**src/rtl/rom_4x4_async_pkg.sv**
```systemverilog
// rom_4x4_async_pkg
// Shared definitions for the 4x4 constant lookup table:
//   - default word width, address width and packed contents
//   - rom_word(): pulls word idx out of a packed init vector
// Every consumer pulls these in with import rom_4x4_async_pkg::*.
package rom_4x4_async_pkg;

  localparam int unsigned DATA_W_DEF = 4;
  localparam int unsigned ADDR_W_DEF = 2;

  // Word i lives in bits [i*DATA_W +: DATA_W]: 0->A, 1->5, 2->F, 3->0.
  localparam logic [15:0] ROM_INIT_DEF = 16'h0F5A;

  // Upper bounds for the helper's working vectors. They are wide enough
  // for any reasonable instance of this table.
  localparam int unsigned INIT_MAX_W = 1024;
  localparam int unsigned WORD_MAX_W = 32;

  // Returns word idx of a packed init vector whose words are w bits wide.
  // Bits above w in the result are zero. The caller keeps the low bits.
  function automatic logic [WORD_MAX_W-1:0] rom_word(
    input logic [INIT_MAX_W-1:0] init,
    input int unsigned           idx,
    input int unsigned           w
  );
    logic [WORD_MAX_W-1:0] word;
    logic [9:0]            pos;
    word = '0;
    for (int b = 0; b < WORD_MAX_W; b++) begin
      if (b < int'(w)) begin
        pos     = 10'(idx * w + b);
        word[b] = init[pos];
      end
    end
    return word;
  endfunction

endpackage

```
**src/rtl/rom_4x4_core.sv**
```systemverilog
// rom_4x4_core
// Purely combinational word lookup. Contents are fixed at elaboration.
// The read path contains no clock or reset.
// Ports:
//   address  in  ADDR_W  read index (every value is in range)
//   rom_data out DATA_W  word stored at address
module rom_4x4_core
  import rom_4x4_async_pkg::*;
#(
  parameter int unsigned                          DATA_W   = DATA_W_DEF,
  parameter int unsigned                          ADDR_W   = ADDR_W_DEF,
  parameter logic [DATA_W*(2**ADDR_W)-1:0]        ROM_INIT = ROM_INIT_DEF
) (
  input  logic [ADDR_W-1:0] address,
  output logic [DATA_W-1:0] rom_data
);

  localparam int unsigned DEPTH = 2 ** ADDR_W;

  logic [DATA_W-1:0] words [DEPTH];

  // Unpack the init vector into a constant table once, at elaboration.
  for (genvar i = 0; i < DEPTH; i++) begin : g_word
    localparam logic [WORD_MAX_W-1:0] WORD =
      rom_word(INIT_MAX_W'(ROM_INIT), i, DATA_W);
    assign words[i] = WORD[DATA_W-1:0];
  end

  // Depth equals 2**ADDR_W, so no out-of-range guard is needed.
  assign rom_data = words[address];

endmodule

```
**src/rtl/rom_4x4_async.sv**
```systemverilog
// rom_4x4_async
// Four-word constant table with a combinational read, plus a registered
// copy of the read data, its parity, a valid flag and an address-change
// pulse for synchronous consumers.
// Ports:
//   clk          in  1       rising-edge clock
//   rst_n        in  1       asynchronous active-low reset
//   address      in  ADDR_W  read index
//   rom_data_out out DATA_W  combinational read data (live during reset)
//   rom_data_q   out DATA_W  rom_data_out registered on clk
//   rom_parity_q out 1       XOR reduction of rom_data_q
//   data_valid   out 1       rom_data_q holds a word sampled after reset
//   addr_changed out 1       one-cycle pulse when the sampled address moves
module rom_4x4_async
  import rom_4x4_async_pkg::*;
#(
  parameter int unsigned                   DATA_W   = DATA_W_DEF,
  parameter int unsigned                   ADDR_W   = ADDR_W_DEF,
  parameter logic [DATA_W*(2**ADDR_W)-1:0] ROM_INIT = ROM_INIT_DEF
) (
  input  logic              clk,
  input  logic              rst_n,
  input  logic [ADDR_W-1:0] address,
  output logic [DATA_W-1:0] rom_data_out,
  output logic [DATA_W-1:0] rom_data_q,
  output logic              rom_parity_q,
  output logic              data_valid,
  output logic              addr_changed
);

  function automatic logic even_parity(input logic [DATA_W-1:0] d);
    return ^d;
  endfunction

  logic [ADDR_W-1:0] addr_p1;

  // Stage p0: combinational lookup
  rom_4x4_core #(
    .DATA_W   (DATA_W),
    .ADDR_W   (ADDR_W),
    .ROM_INIT (ROM_INIT)
  ) u_core (
    .address  (address),
    .rom_data (rom_data_out)
  );

  // Stage p1: registered mirror, parity, valid and change detect.
  // The change detect is gated by data_valid, so the first edge after
  // reset compares against nothing and stays quiet.
  always_ff @(posedge clk or negedge rst_n) begin
    if (!rst_n) begin
      rom_data_q   <= '0;
      rom_parity_q <= 1'b0;
      addr_p1      <= '0;
      data_valid   <= 1'b0;
      addr_changed <= 1'b0;
    end else begin
      rom_data_q   <= rom_data_out;
      rom_parity_q <= even_parity(rom_data_out);
      addr_p1      <= address;
      data_valid   <= 1'b1;
      addr_changed <= data_valid & (address != addr_p1);
    end
  end

endmodule

```
**config.mk**
```make
export PLATFORM = sky130hd
export DESIGN_NAME = rom_4x4_async
export DESIGN_NICKNAME = d
export VERILOG_FILES = /design/src/rtl/rom_4x4_async_pkg.sv /design/src/rtl/rom_4x4_core.sv /design/src/rtl/rom_4x4_async.sv
export SDC_FILE = /design/constraint.sdc
export NUM_CORES = 1
export LEC_CHECK = 0
export ABC_AREA = 1
export CAP_MARGIN = 10
export CORE_AREA = 3 3 40 42
export DETAILED_ROUTE_END_ITERATION = 8
export DIE_AREA = 0 0 43 45
export PLACE_DENSITY = 0.53
export SYNTH_ARGS = -nofsm -noshare
export SYNTH_HDL_FRONTEND = slang
export SYNTH_SLANG_ARGS = --single-unit
```
**constraint.sdc**
```tcl
create_clock -name clk -period 3.4 [get_ports clk]
set_clock_uncertainty 0.1 [all_clocks]
set_input_delay 0.68 -clock clk [delete_from_list [all_inputs] [get_ports clk]]
set_output_delay 0.68 -clock clk [all_outputs]
set_load 0.01 [all_outputs]
```
== Word-level counts from Yosys, hierarchy flattened ==
Cells that the tools add are included.

* Output and inout bits: 11
* Register bits after elaboration: 9

* Bitwise operators: 2
* Equality and inequality tests: 1
* Mux-type cells: 3
* Reductions and logical operators: 1
* Order comparisons: 1

{| class="wikitable"
|+ Operators by type and width
! kind !! count
|-
| $bmux W4 S2 || 1
|-
| $mux W4 || 2
|-
| $reduce_xor A4 Y1 || 1
|-
| $ge A3 B3 Y1 const B || 1
|-
| $not A2 Y3 || 1
|-
| $ne A2 B2 Y1 || 1
|-
| $and A1 B1 Y1 || 1
|}

== Longest topological paths before layout ==
Gate-level depths: netlist of run 1.

* Word-level depth: 5
* Depth in mapped cells: 4
* Depth with buffers taken out: 4

== Cells and area by module ==
From an unflattened synthesis of run 1, not the netlist that was laid out.

* Cell total of the unflattened synthesis: 45
* Area total of the unflattened synthesis: 391.6 sq um

{| class="wikitable"
|+ By module, submodules not included
! module !! instances !! cells an instance !! sequential area each (sq um) !! area an instance (sq um)
|-
| rom_4x4_async || 1 || 36 || 225.2 || 332.8
|-
| rom_4x4_core || 1 || 9 || 0.0 || 58.8
|}

== Worst setup path after synthesis of run 1 ==
No wires, ideal clock.

* Kind: input to output
* Start point: input port address[0]
* End point: output port rom_data_out[3]
* Arrival: 1.383 ns
* Stages: 4
* Required time: 2.620 ns
* Path slack: 1.237 ns
* Path through: inv_1 ha_1 or2_2 buf_4

* Cells in the longest elaborated chain, start to end: 4

{| class="wikitable"
|+ RTL lines
! item !! line !! text
|-
| start, declared || rom_4x4_async.sv:23 || <nowiki>input logic [ADDR_W-1:0] address,</nowiki>
|-
| $not A2 Y3 (not written as such) || rom_4x4_core.sv:30 || <nowiki>assign rom_data = words[address];</nowiki>
|-
| $bmux W4 S2 || rom_4x4_core.sv:30 ||
|-
| $mux W4 (not written as such) (2 in series) || rom_4x4_core.sv:30 ||
|-
| end, declared || rom_4x4_async.sv:24 || <nowiki>output logic [DATA_W-1:0] rom_data_out,</nowiki>
|}

No other way between the ends. The select of a mux whose other input is x is not followed.

== Worst setup path after layout of run 1 ==
* Start point: input port address[0]
* End point: output port rom_data_out[1]

The elaborated chain is that of the path after synthesis.

==> key figures, run 1 <==
Logic synthesis
  – Count of state elements after synthesis: 6
  – Post-Synthesis Mean Instance Area: between 10 and 15 µm²
  – Post-Synthesis Cell Area: approximately 280 µm²
  – Post-Synthesis Cells: 28
  – YS warnings: 0
  – Count of different cell masters after synthesis: 10
  – Sequential share of the synthesized area: 0.533
  – Total nets after synthesis: 34

Worst setup path
  – Worst Reg-to-Reg Cells: 4
  – Type of element capturing the critical path: output pin
  – Cell occurring most often along the worst timing path: clkdlybuf4s50_1
  – Cell-by-cell listing of the critical path: clkdlybuf4s50_1 -> inv_1 -> ha_1 -> or2_2 -> clkdlybuf4s50_1
  – Slowest CP cell: clkdlybuf4s50_1
  – Largest delay contributor family on the critical path: buffers and inverters
  – Stage delay of the slowest cell on the critical path: between 400 and 500 ps
  – Worst path bufs/invs: 3
  – R2R Path Start: addr_p1[1]
  – Internal reg-to-reg setup slack: roughly 2600 ps
  – Crit-path max FO: 3
  – Setup CP Type: in -> out
  – Worst endpoint required time: between 2000 and 3000 ps
  – Startpoint type of the worst setup path: input port
  – Reg-to-Reg End: addr_changed
  – Crit path arrival time: about 2200 ps

Pwr
  – Clock share of power: 0.357
  – Cell internal power dissipation: between 100 and 150 µW
  – Power density of the placed cells: between 400 and 500 mW/mm²
  – Combinational group share of total power: 0.215
  – VDD IR max: 0.136 mV
  – Sw Ratio: 0.241
  – Net Sw Power: approximately 44 µW
  – Sequential group share of total power: 0.428
  – Leakage power: 0.000206 µW
  – Post-route total power: 184 µW

Timing
  – Timing-limited maximum frequency: 0.331 GHz
  – # setup viols final: 0
  – Min Hold Slack: 407 ps
  – Fin worst setup slack: 380 ps
  – Post-route fraction of the period consumed by the critical path: 0.888
  – Setup repair after global routing missed its margin: false
  – Final-report max-slew violation count: 0
  – Final hold vios: 0
  – Total Neg Setup Slack: 0 ps
  – Shortest period the worst path allows: 3020 ps

Route
  – First-pass iteration count of the detailed router: 1
  – Post-DR wirelength/cell: 8.52 µm
  – Final Routed Wirelength: between 400 and 500 µm
  – Residual DRC count: 0
  – Total number of vias: 191
  – Ratio of routed vias to standard cells: 3.54
  – Violation count after the first detailed-routing iteration: 0
  – Antenna-violating nets left: 0

Worst hold path
  – Worst min-delay path class: reg -> reg
  – Worst hold stages: 2
  – Min-Delay Startpoint: data_valid
  – Worst Hold Endpoint: addr_changed

Floorplanning
  – Standard cell core area: about 0.0013 mm²
  – Area enclosed by the die boundary: approximately 0.0019 mm²
  – Number of placed I/O pins: 15
  – Chip width: 43 µm
  – Die Span Y: approximately 45 µm
  – Number of standard-cell rows in the floorplan: 13
  – Starting Density: 0.219

Final layout
  – Antenna cells: 0
  – Layout area overhead: 47.6%
  – Summed area of non-filler cells in the final layout: 415 µm²
  – Layout cells sized above 1: 0.205
  – Number of nets in the layout: 47
  – Filler Cell Count: ~140

CTS
  – Clock Tree Root: clkbuf_4
  – Register clock-pin slew on the reported worst setup and hold paths: approximately 50 ps
  – CTS-repair resized insts: 0
  – Total number of H-tree levels: 1
  – CTS tree: built
  – Quantity of hold-fixing buffers added after cts: 0
  – Cts bufs inserted: 3
  – Clock Path Buffers: 2
  – Total clock sinks: 6
  – Post-CTS Setup Repair Bufs: 0
  – Clk_lat worst skew: roughly 240 ps

Placement
  – Gpl congestion: roughly 0.67
  – Placement-stage cell area: between 300 and 400 µm²
  – Post-placement worst setup slack: about 370 ps
  – Port buffer count: 13
  – Half-perimeter wire length after detailed placement: around 370 µm

Run status
  – Outcome: finished, final reports clean

GRT
  – Largest net degree at the start of global routing: 7
  – Vias in the first global route: approximately 200
  – Global-route usage over all layers: 0.0579
  – First-pass GRT wire length: slightly below 800 µm
  – Antenna violations before repair: 0
  – Aggregate global routing overflow: 0

Job
  – Number of max-cap violations: 0
==> through the flow <==
| stage | cells | util |
|---|---|---|
| floorplan | 28 | - |
| global placement | 51 | 0.306 |
| detailed placement | 51 | 0.306 |
| CTS | 54 | 0.323 |
| global route | 54 | 0.323 |
| finish | 54 | 0.323 |
==> worst max path at each step <==
stage | cells past startpoint | start | slack [ps] | end
floorplan | 4 | address[0] | 1240 | rom_data_out[3]
global placement | 5 | address[0] | 370 | rom_data_out[1]
detailed placement | 5 | address[0] | 370 | rom_data_out[3]
CTS | 5 | address[0] | 360 | rom_data_out[3]
global route | 5 | address[0] | 330 | rom_data_out[1]
finish | 5 | address[0] | 380 | rom_data_out[1]
==> cells in the mapped netlist <==
cell,count,area (µm²)
conb_1,2,7.51
buf_4,5,37.5
or2_2,1,6.26
a21oi_2,1,8.76
nand2_1,4,15.0
inv_2,1,3.75
nand2_2,2,12.5
ha_1,2,25.0
dfrtp_1,6,150
inv_1,4,15.0
==> flip-flops by register name, summed over array words and instances (netlist names) <==
| register | cells |
|---|---|
| addr_p1 | 2 |
| rom_data_q | 2 |
| addr_changed | 1 |
| data_valid | 1 |
==> worst register-to-register path, delay by kind of cell, from the launching register on <==
family / cells / cell delay [ps]
flip-flops: 1 / 370
AND/OR/NAND/NOR: 2 / 100
buffers and inverters: 1 / 60
AO/OA/AOI/OAI: 1 / 50
==> metal layers <==
metal,global-route usage,vias up,share of wire
li1,-,96,-
met1,0.0640,87,0.40
met3,0.0279,0,0.080
met5,0,-,0
met2,0.0808,8,0.52
met4,0.0542,0,0
==> power groups by stage <==
stage	clock network, µW	registers [µW]	logic [µW]
after floorplan	0	81.5	18.8
after global placement	0	79.3	40.3
after detailed placement	0	79.8	40.2
after CTS	68.9	78.7	40.4
after global routing	70.7	79.4	42.7
final	65.5	78.5	39.5
==> cell families after synthesis <==
logic type	share of synthesized area
buffers and inverters	0.200
AND/OR/NAND/NOR	0.120
flip-flops	0.533
adder cells (fa/ha/maj)	0.0889
other	0.0267
AO/OA/AOI/OAI	0.0311
==> layout make-up <==
cell class	count	area (µm²)	area share
Clock buffer	3	22.5	0.0542
Timing Repair Buffer	13	130	0.313
Multi-Input combinational cell	12	75.1	0.181
Tap cell	15	18.8	0.0452
Inverter	5	18.8	0.0452
Sequential cell	6	150	0.361
==> layout by cell type (no fill, tap or decap), drive strengths merged <==
master	n
a21oi	1
clkbuf	3
clkdlybuf4s50	13
conb	2
dfrtp	6
ha	2
inv	5
nand2	6
or2	1
(Power assumes the default switching activity.)
==> run 2, diff against run 1 <==
--- a/config.mk
+++ b/config.mk
@@ -10,7 +10,8 @@
 export CORE_AREA = 3 3 40 42
 export DETAILED_ROUTE_END_ITERATION = 8
 export DIE_AREA = 0 0 43 45
-export PLACE_DENSITY = 0.53
+export MAX_ROUTING_LAYER = met4
+export PLACE_DENSITY = 0.52
 export SYNTH_ARGS = -nofsm -noshare
 export SYNTH_HDL_FRONTEND = slang
 export SYNTH_SLANG_ARGS = --single-unit
==> run 2 against run 1 <==
Compared with the run above: maximum frequency grew 0.13%; routed wire length shrank 10%; register-to-register slack is essentially flat; utilization is the same; sequential power is essentially flat; clock power shrank 3.4%; critical path type unchanged; critical endpoint is now rom_data_out[3].
==> key figures, run 2 (synthesis results as in run 1) <==
Run status
  – Outcome: finished, final reports clean

Placement
  – Port buffer count: 13 (unchanged)
  – Post-placement worst setup slack: 366 ps (-0.598 ps)
  – Half-perimeter wire length after detailed placement: 349 µm (-6.5%)
  – Gpl congestion: 0.644 (-3.3%)

Route
  – Final Routed Wirelength: 413 µm (-10%)
  – Topmost layer with routed signal wires: met3
  – Violation count after the first detailed-routing iteration: 0 (unchanged)
  – Antenna-violating nets left: 0 (unchanged)
  – First-pass iteration count of the detailed router: 1 (unchanged)
  – Met3 wire length: 56 µm (+51%)
  – Residual DRC count: 0 (unchanged)
  – Ratio of routed vias to standard cells: 3.35 (-5.2%)
  – Post-route met1 wirelength: 174 µm (-5.9%)
  – Post-DR wirelength/cell: 7.65 µm (-10%)
  – Met2 Wirelength: 183 µm (-23%)
  – Total number of vias: 181 (-5.2%)

Floorplanning
  – Starting Density: 0.219 (unchanged)
  – Number of placed I/O pins: 15 (unchanged)
  – Standard cell core area: 0.00128 mm² (unchanged)
  – Number of standard-cell rows in the floorplan: 13 (unchanged)
  – Area enclosed by the die boundary: 0.00194 mm² (unchanged)
  – Die Span Y: 45 µm (unchanged)
  – Chip width: 43 µm (unchanged)

GRT
  – Antenna violations before repair: 0 (unchanged)
  – Vias in the first global route: 191 (-6.4%)
  – Aggregate global routing overflow: 0 (unchanged)
  – Largest net degree at the start of global routing: 7 (unchanged)
  – Global-route usage over all layers: 0.0562 (-0.00166)
  – First-pass GRT wire length: 710 µm (-8.9%)

Pwr
  – Leakage power: 0.000206 µW (unchanged)
  – Cell internal power dissipation: 139 µW (about the same)
  – Net Sw Power: 41.9 µW (-5.2%)
  – Sequential group share of total power: 0.433 (+0.005)
  – Sw Ratio: 0.231 (-0.00951)
  – Combinational group share of total power: 0.218 (+0.003)
  – VDD IR max: 0.175 mV (+28%)
  – Power density of the placed cells: 436 mW/mm² (-1.3%)
  – Clock share of power: 0.349 (-0.008)
  – Post-route total power: 181 µW (-1.3%)

Timing
  – Fin worst setup slack: 384 ps (+4.04 ps)
  – Shortest period the worst path allows: 3020 ps (-4.04 ps)
  – Timing-limited maximum frequency: 0.332 GHz (+0.13%)
  – Final hold vios: 0 (unchanged)
  – Setup repair after global routing missed its margin: false
  – Final-report max-slew violation count: 0 (unchanged)
  – # setup viols final: 0 (unchanged)
  – Post-route fraction of the period consumed by the critical path: 0.887 (-0.00119)
  – Total Neg Setup Slack: 0 ps (unchanged)

CTS
  – Clk_lat worst skew: 240 ps (about the same)
  – Post-CTS Setup Repair Bufs: 0 (unchanged)
  – Clock Path Buffers: 2 (unchanged)
  – Quantity of hold-fixing buffers added after cts: 0 (unchanged)
  – Total number of H-tree levels: 1 (unchanged)
  – CTS tree: built
  – Cts bufs inserted: 3 (unchanged)
  – Clock Tree Root: clkbuf_4
  – CTS-repair resized insts: 0 (unchanged)
  – Total clock sinks: 6 (unchanged)
  – Register clock-pin slew on the reported worst setup and hold paths: 40 ps (about the same)

Final layout
  – Layout cells sized above 1: 0.205 (unchanged)
  – Number of nets in the layout: 47 (unchanged)
  – Fin util: 0.323 (unchanged)
  – Registers with the most flip-flops: addr_p1 x2, rom_data_q x2
  – Layout area overhead: 47.6% (unchanged)
  – Antenna cells: 0 (unchanged)
  – Commonest non-fill, non-tap cells in the layout: 13 x clkdlybuf4s50_1, 6 x dfrtp_1, 4 x inv_1, 4 x nand2_1, 3 x clkbuf_4
  – Leading cell type in the layout, fill and taps excluded: clkdlybuf4s50_1

Worst setup path
  – Setup CP Type: in -> out
  – Worst Reg-to-Reg Cells: 4 (unchanged)
  – Type of element capturing the critical path: output pin
  – Worst endpoint required time: 2620 ps (about the same)
  – Crit-path max FO: 3 (unchanged)
  – Startpoint type of the worst setup path: input port
  – Crit path arrival time: 2240 ps (about the same)

Worst hold path
  – Worst hold stages: 2 (unchanged)
  – Worst min-delay path class: reg -> reg

Job
  – Number of max-cap violations: 0 (unchanged)
## run 2: cell counts in the layout (fill, tap and decap cells not counted)
Identical to the previous run, type by type.
## run 2: layer usage
metal | vias up | global-route usage
met5 | - | -
met4 | 0 | 0.0542
met3 | 0 | 0.0279
met2 | 9 | 0.0689
met1 | 75 | 0.0642
li1 | 97 | -
## run 2: worst max-delay path: stages
cell             delay [ps]
clkdlybuf4s50_1         500
inv_1                    80
ha_1                    180
or2_2                   310
clkdlybuf4s50_1         480
## run 2: power by group through the flow
| stage | combinational, µW | clock, µW | sequential (µW) |
|---|---|---|---|
| 6_report | 39.5 | 63.3 | 78.4 |
| 5_1_grt | 43.2 | 70.1 | 78.9 |
| 4_1_cts | 40.4 | 66.5 | 78.5 |
| 3_5_place_dp | 40.2 | 0 | 79.6 |
| 3_3_place_gp | 40.3 | 0 | 79.4 |
| 2_1_floorplan | 18.8 | 0 | 81.5 |
## run 2: cell type report
class,count,area (µm²)
Fill cell,136,870
Timing Repair Buffer,13,130
Tap cell,15,18.8
Inverter,5,18.8
Sequential cell,6,150
Clock buffer,3,22.5
Multi-Input combinational cell,12,75.1
## run 2: through the flow
step / cell area, µm² / cells / hold WS (ps)
finish: 415 / 54 / 394
global route: 415 / 54 / 408
CTS: 415 / 54 / 399
detailed placement: 393 / 51 / 393
global placement: 393 / 51 / 391
floorplan: 282 / 28 / 284
## run 2: path summary, 6_finish.rpt
kind | from | end | slack [ps]
setup / recovery | address[0] | rom_data_out[3] | 380
hold / removal | data_valid | addr_changed | 390
setup reg to reg | addr_p1[1] | addr_changed | 2620
hold reg to reg | data_valid | addr_changed | 390
max in group asynchronous | rst_n | rom_data_q[2] | 2400
min in group asynchronous | rst_n | addr_changed | 580
